$ cat config.mk
export PLATFORM = sky130hd
export DESIGN_NAME = bit_run_encoder
export DESIGN_NICKNAME = d
export VERILOG_FILES = /design/src/rtl/bit_run_encoder.sv
export SDC_FILE = /design/constraint.sdc
export NUM_CORES = 1
export LEC_CHECK = 0
export BUFFER_PORTS_ARGS = -buffer_cell sky130_fd_sc_hd__buf_2
export CELL_PAD_IN_SITES_DETAIL_PLACEMENT = 1
export CELL_PAD_IN_SITES_GLOBAL_PLACEMENT = 1
export CORE_UTILIZATION = 25
export DETAILED_ROUTE_END_ITERATION = 12
export GPL_TIMING_DRIVEN = 0
export PLACE_DENSITY = 0.44
export SETUP_SLACK_MARGIN = 0.05
export SLEW_MARGIN = 20
export SYNTH_ARGS = -nofsm -noshare
export SYNTH_HDL_FRONTEND = slang
export SYNTH_SLANG_ARGS = --single-unit
$ cat constraint.sdc
create_clock -name clk -period 3.75 [get_ports clk]
set_input_delay 0.75 -clock clk [delete_from_list [all_inputs] [get_ports clk]]
set_output_delay 0.75 -clock clk [all_outputs]
set_load 0.005 [all_outputs]
$ cat src/rtl/bit_run_encoder.sv
// bit_run_encoder
//   Run-length encodes a 1-bit sample stream into (bit, length) tokens.
//   Tokens go into a first-word-fall-through FIFO and leave on a
//   valid/ready port. A token that arrives while the FIFO is full is dropped
//   and sets a sticky overflow flag.
//
//   Optional build macro: UNIT_DELAY_EN. When it is defined, every register
//   update carries an intra-assignment #1, so registered outputs change 1ns
//   after the clk or rst edge. Cycle behaviour is the same in both builds.
//
// Ports
//   clk        in   rising-edge clock
//   rst        in   asynchronous reset, active low
//   in_vld     in   din carries a valid sample this cycle
//   din        in   sample bit
//   flush      in   close the open run and emit it as a token
//   tok_valid  out  FIFO head token valid
//   tok_ready  in   consumer accepts the head token
//   tok_bit    out  head token run bit
//   tok_len    out  head token run length, 1..2**CNT_W-1
//   fifo_cnt   out  number of buffered tokens
//   overflow   out  sticky: a token was dropped
//
// state | meaning
// ------+------------------------------------------------
// IDLE  | no open run, cur_len = 0
// RUN   | open run of cur_len samples of value cur_bit
`timescale 1ns/100ps

`ifdef UNIT_DELAY_EN
  `define BRE_DLY #1
`else
  `define BRE_DLY
`endif

module bit_run_encoder #(
  parameter int CNT_W      = 8,
  parameter int FIFO_DEPTH = 4
) (
  input  logic                          clk,
  input  logic                          rst,
  input  logic                          in_vld,
  input  logic                          din,
  input  logic                          flush,
  output logic                          tok_valid,
  input  logic                          tok_ready,
  output logic                          tok_bit,
  output logic [CNT_W-1:0]              tok_len,
  output logic [$clog2(FIFO_DEPTH):0]   fifo_cnt,
  output logic                          overflow
);

  localparam int AW = $clog2(FIFO_DEPTH);
  localparam logic [CNT_W-1:0] RMAX    = '1;
  localparam logic [AW:0]      DEPTH_C = (AW+1)'(FIFO_DEPTH);

  typedef enum logic {S_IDLE, S_RUN} state_t;

  state_t            state_q, state_d;
  logic              cur_bit_q, cur_bit_d;
  logic [CNT_W-1:0]  cur_len_q, cur_len_d;

  logic              mem_bit_q [FIFO_DEPTH];
  logic [CNT_W-1:0]  mem_len_q [FIFO_DEPTH];
  logic [AW-1:0]     wr_ptr_q, rd_ptr_q;
  logic [AW:0]       cnt_q, cnt_d;
  logic              overflow_q;

  logic              push, pop, accept;
  logic              push_bit;
  logic [CNT_W-1:0]  push_len;

  // Run tracking: at most one token is closed per cycle.
  always_comb begin
    state_d   = state_q;
    cur_bit_d = cur_bit_q;
    cur_len_d = cur_len_q;
    push      = 1'b0;
    push_bit  = cur_bit_q;
    push_len  = cur_len_q;
    unique case (state_q)
      S_IDLE: begin
        if (in_vld) begin
          state_d   = S_RUN;
          cur_bit_d = din;
          cur_len_d = CNT_W'(1);
        end
      end
      S_RUN: begin
        if (flush) begin
          push = 1'b1;
          if (in_vld) begin
            cur_bit_d = din;
            cur_len_d = CNT_W'(1);
          end else begin
            state_d   = S_IDLE;
            cur_len_d = '0;
          end
        end else if (in_vld) begin
          if (din == cur_bit_q) begin
            if (cur_len_q == RMAX) begin
              // A saturated run is emitted and this sample opens the next one.
              push      = 1'b1;
              cur_len_d = CNT_W'(1);
            end else begin
              cur_len_d = cur_len_q + CNT_W'(1);
            end
          end else begin
            push      = 1'b1;
            cur_bit_d = din;
            cur_len_d = CNT_W'(1);
          end
        end
      end
      default: state_d = S_IDLE;
    endcase
  end

  // A full FIFO still takes a token if the head leaves in the same cycle.
  assign tok_valid = (cnt_q != '0);
  assign pop       = tok_valid & tok_ready;
  assign accept    = push & ((cnt_q < DEPTH_C) | pop);
  assign cnt_d     = cnt_q + {{AW{1'b0}}, accept} - {{AW{1'b0}}, pop};

  always_ff @(posedge clk or negedge rst) begin
    if (!rst) begin
      state_q    <= `BRE_DLY S_IDLE;
      cur_bit_q  <= `BRE_DLY 1'b0;
      cur_len_q  <= `BRE_DLY '0;
      wr_ptr_q   <= `BRE_DLY '0;
      rd_ptr_q   <= `BRE_DLY '0;
      cnt_q      <= `BRE_DLY '0;
      overflow_q <= `BRE_DLY 1'b0;
      for (int i = 0; i < FIFO_DEPTH; i++) begin
        mem_bit_q[i] <= `BRE_DLY 1'b0;
        mem_len_q[i] <= `BRE_DLY '0;
      end
    end else begin
      state_q   <= `BRE_DLY state_d;
      cur_bit_q <= `BRE_DLY cur_bit_d;
      cur_len_q <= `BRE_DLY cur_len_d;
      cnt_q     <= `BRE_DLY cnt_d;
      if (accept) begin
        mem_bit_q[wr_ptr_q] <= `BRE_DLY push_bit;
        mem_len_q[wr_ptr_q] <= `BRE_DLY push_len;
        wr_ptr_q            <= `BRE_DLY wr_ptr_q + AW'(1);
      end
      if (pop) begin
        rd_ptr_q <= `BRE_DLY rd_ptr_q + AW'(1);
      end
      if (push && !accept) begin
        overflow_q <= `BRE_DLY 1'b1;
      end
    end
  end

  // Head is held at zero while empty so stale storage never shows.
  assign tok_bit  = tok_valid & mem_bit_q[rd_ptr_q];
  assign tok_len  = tok_valid ? mem_len_q[rd_ptr_q] : '0;
  assign fifo_cnt = cnt_q;
  assign overflow = overflow_q;

endmodule

`undef BRE_DLY

==> metrics.md <==
| Metric | Value |
|---|---|
| Drt wl/cell | 15.5 µm |
| R2R Path End | fifo_cnt[2]$_DFF_PN0_ |
| Post-CTS Resized | 0 |
| Ant diodes | 0 |
| Routed WL | approximately 5400 µm |
| Sequential element share of the synthesized area | 0.529 |
| Vias | between 1500 and 2000 |
| VDD IR max | 205 µV |
| Post-route ant nets | 0 |
| Vias in the first global route | 1594 |
| Max Cap Viol | 0 |
| Final nets | 228 |
| M1 GR Usage | 0.170 |
| Most frequent cell after synthesis | dfrtp_1 |
| Power density over cell area | 572 nW/µm² |
| CP delay by family, top | adder cells |
| Post-synth top flop | dfrtp_1 |
| Pre-CTS setup slack | between 600 and 700 ps |
| Initial antenna violation count | 0 |
| Worst Path Buf+Inv | 1 |
| Number of synthesized flops with an enable pin | 0 |
| Worst reg-to-reg setup slack | about 850 ps |
| Logic gate share of total power | 0.330 |
| Synth cell count leaders | 54 x dfrtp_1, 38 x mux2_2, 10 x and2_1 |
| Clk buf depth | 2 |
| Area grow syn2layout | 14.1% |
| Asr flop ratio synth | 1.00 |
| Startpoint types | flop |
| Gr ovfl total | 0 |
| Clock sink count | 54 |
| RSZ-0062 raised after global routing | no |
| Cts hold-fix bufs | 0 |
| Cells on worst reg2reg path | 10 |
| Largest net degree at the start of global routing | 55 |
| Clock power share | 0.210 |
| GRT busiest layer | met2 |
| Sequential Power Share | 0.460 |
| YS warnings | 0 |
| Worst-path clk slew | 110 ps |
| Tmin final | 2900 ps |
| Crit end category | flop |
| CP cell instances | ha_1 -> and3_1 -> a211oi_2 -> nand3b_1 -> ha_1 -> inv_1 -> ha_1 -> fa_1 -> xnor2_1 -> xnor2_1 |
| Post-synthesis average cell area | approximately 14 µm² |
| Final count of pins violating max slew | 0 |
| Worst Setup SP | cur_len_q[0]$_DFFE_PN0P_ |
| Setup slack after layout | 851 ps |
| Initial DRC count | 40 |
| Final core utilization | 0.297 |
| # Post-CTS Setup Buffers | 0 |
| First-pass GRT wire length | ~9000 µm |
| Share of cells above drive strength 1 | 0.367 |
| I/O pins | 20 |
| Vias per Instance | 4.34 |
| CP Class | flop to flop |
| Met2 usage | 0.179 |
| Filler cell count | 1095 |
| Hold WC Path Type | primary input to asynchronous set/reset pin |
| TritonCTS clock tree | done |
| Post-Syn Area | 2550 µm² |
| IO buf count | 18 |
| Crit path required time | 3980 ps |
| Worst stage delay on the critical path | 500 ps |
| GP Congestion | 0.637 |
| Final Non-Filler Cells | 348 |
| Post-synthesis cell count | between 150 and 200 |
| Post-synth top area share | 0.529 |
| Count of different cell masters after synthesis | 31 |
| Worst Clk Skew | between 15 and 20 ps |
| Leak pwr | 1.33 nW |
| CP Max Fanout | 8 |
| Top cell by count, worst path | ha_1 |
| Status | finished, final reports clean |
| Setup crit end | fifo_cnt[2]$_DFF_PN0_ |
| Worst-Margin Slew | 739 ps |
| CTS Buf Count | 5 |
| Number of cells on the critical path | 10 |
| Placed insts | 340 |
| Final Cycle Share | 0.773 |
| Slew headroom | 0.508 |
| Die Ht | 103 µm |
| GRT Total Usage | 0.118 |
| Fmax | ~340 MHz |
| Net Sw Power | 0.538 mW |
| Syn_nets | between 200 and 250 |
| Die X | 103 µm |
| WP data arrival | 3130 ps |
| Slowest stage cell, crit path | a211oi_2 |
| Clk_lat worst skew | around 310 ps |
| Synth area leaders | dfrtp_1 53%, mux2_2 17%, mux4_2 7.9% |
| First-pass DRT Iterations | 4 |
| Residual DRC | 0 |
| RR Startpoint | cur_len_q[0]$_DFFE_PN0P_ |
| Core ar. | around 9800 µm² |
| Internal | 1.13 mW |
| Switching part of the total | 0.323 |
| Final setup fails | 0 |
| H-Tree Depth | 2 |
| Met3 Track Usage GR | 0.0224 |
| Seq cells post-synth | 54 |
| Initial Util | 0.260 |
| Clock tree root buffer cell | clkbuf_8 |
| Final setup TNS | 0 ps |
| FP Rows | 36 |
| Post-DP HPWL | 3610 µm |
| Die ar. | ~11000 µm² |
| Post-synth top area cell | dfrtp_1 |
| Fin. Hold Viols | 0 |
-- registers in the layout, indices dropped and copies added (netlist names) --
register and flops:
cur_len_q 8, mem_len_q 32, mem_bit_q 4, fifo_cnt 3
cur_bit_q 1, overflow 1, wr_ptr_q 2, state_q 1
rd_ptr_q 2
-- layout by cell type, fill, tap and decap left out, drive strengths merged, types with 2 or more instances in the layout --
cell type	Yosys	layout
clkbuf	3	9
o21ai	2	2
a21oi	2	2
mux2	38	38
mux4	9	9
nand2b	3	3
inv	7	7
ha	7	7
and2	10	10
nand2	8	8
dfrtp	54	54
xnor2	9	9
a211oi	2	2
clkinv	0	2
nand3	6	6
xor2	2	2
nor3	3	3
buf	1	19
nor2	12	12
-- through the flow --
stage / hold WS, ps / power [mW] / cell area (µm²)
detailed placement: 474 / 1.35 / 2810
floorplan: 454 / 1.16 / 2550
global route: 521 / 1.80 / 2910
global placement: 479 / 1.35 / 2810
finish: 470 / 1.67 / 2910
CTS: 496 / 1.71 / 2910
-- layout make-up --
cell class	count	area, µm²	area share
Sequential cell	54	1350	0.464
Multi-Input combinational cell	124	1160	0.398
Timing Repair Buffer	18	92.6	0.0318
Inverter	7	26.3	0.00902
Tap cell	133	166	0.0571
Clock inverter	2	17.5	0.00601
Buffer	4	16.3	0.00558
Clock buffer	6	82.6	0.0283
-- cells by family after synthesis --
family / Yosys count / synth area share
flip-flops: 54 / 0.529
AND/OR/NAND/NOR: 48 / 0.0999
multiplexers: 47 / 0.247
XOR/XNOR: 11 / 0.0377
buffers and inverters: 11 / 0.0167
AO/OA/AOI/OAI: 10 / 0.0279
adder cells (fa/ha/maj): 8 / 0.0421
-- layer usage --
metal	vias up	routed length, µm
li1	717	-
met1	764	2720
met2	20	2490
met3	8	129
met4	0	63
met5	-	0
-- power by group through the flow --
stage / Sequential, mW / Clock [mW] / Combinational, mW
floorplan: 0.760 / 0 / 0.396
global placement: 0.780 / 0 / 0.567
detailed placement: 0.780 / 0 / 0.572
CTS: 0.769 / 0.373 / 0.571
global route: 0.785 / 0.393 / 0.621
finish: 0.767 / 0.350 / 0.549
-- how the worst min path moves through the flow --
stage,startpoint,slack (ps),to
after floorplan,rst,450,cur_bit_q$_DFFE_PN0P_
after global placement,overflow$_DFFE_PN0P_,480,overflow$_DFFE_PN0P_
after detailed placement,overflow$_DFFE_PN0P_,470,overflow$_DFFE_PN0P_
after CTS,rst,500,mem_len_q[19]$_DFFE_PN0P_
after global routing,rst,520,mem_len_q[19]$_DFFE_PN0P_
final,rst,470,mem_len_q[19]$_DFFE_PN0P_
No activity file was read; power rests on OpenSTA's default activity.
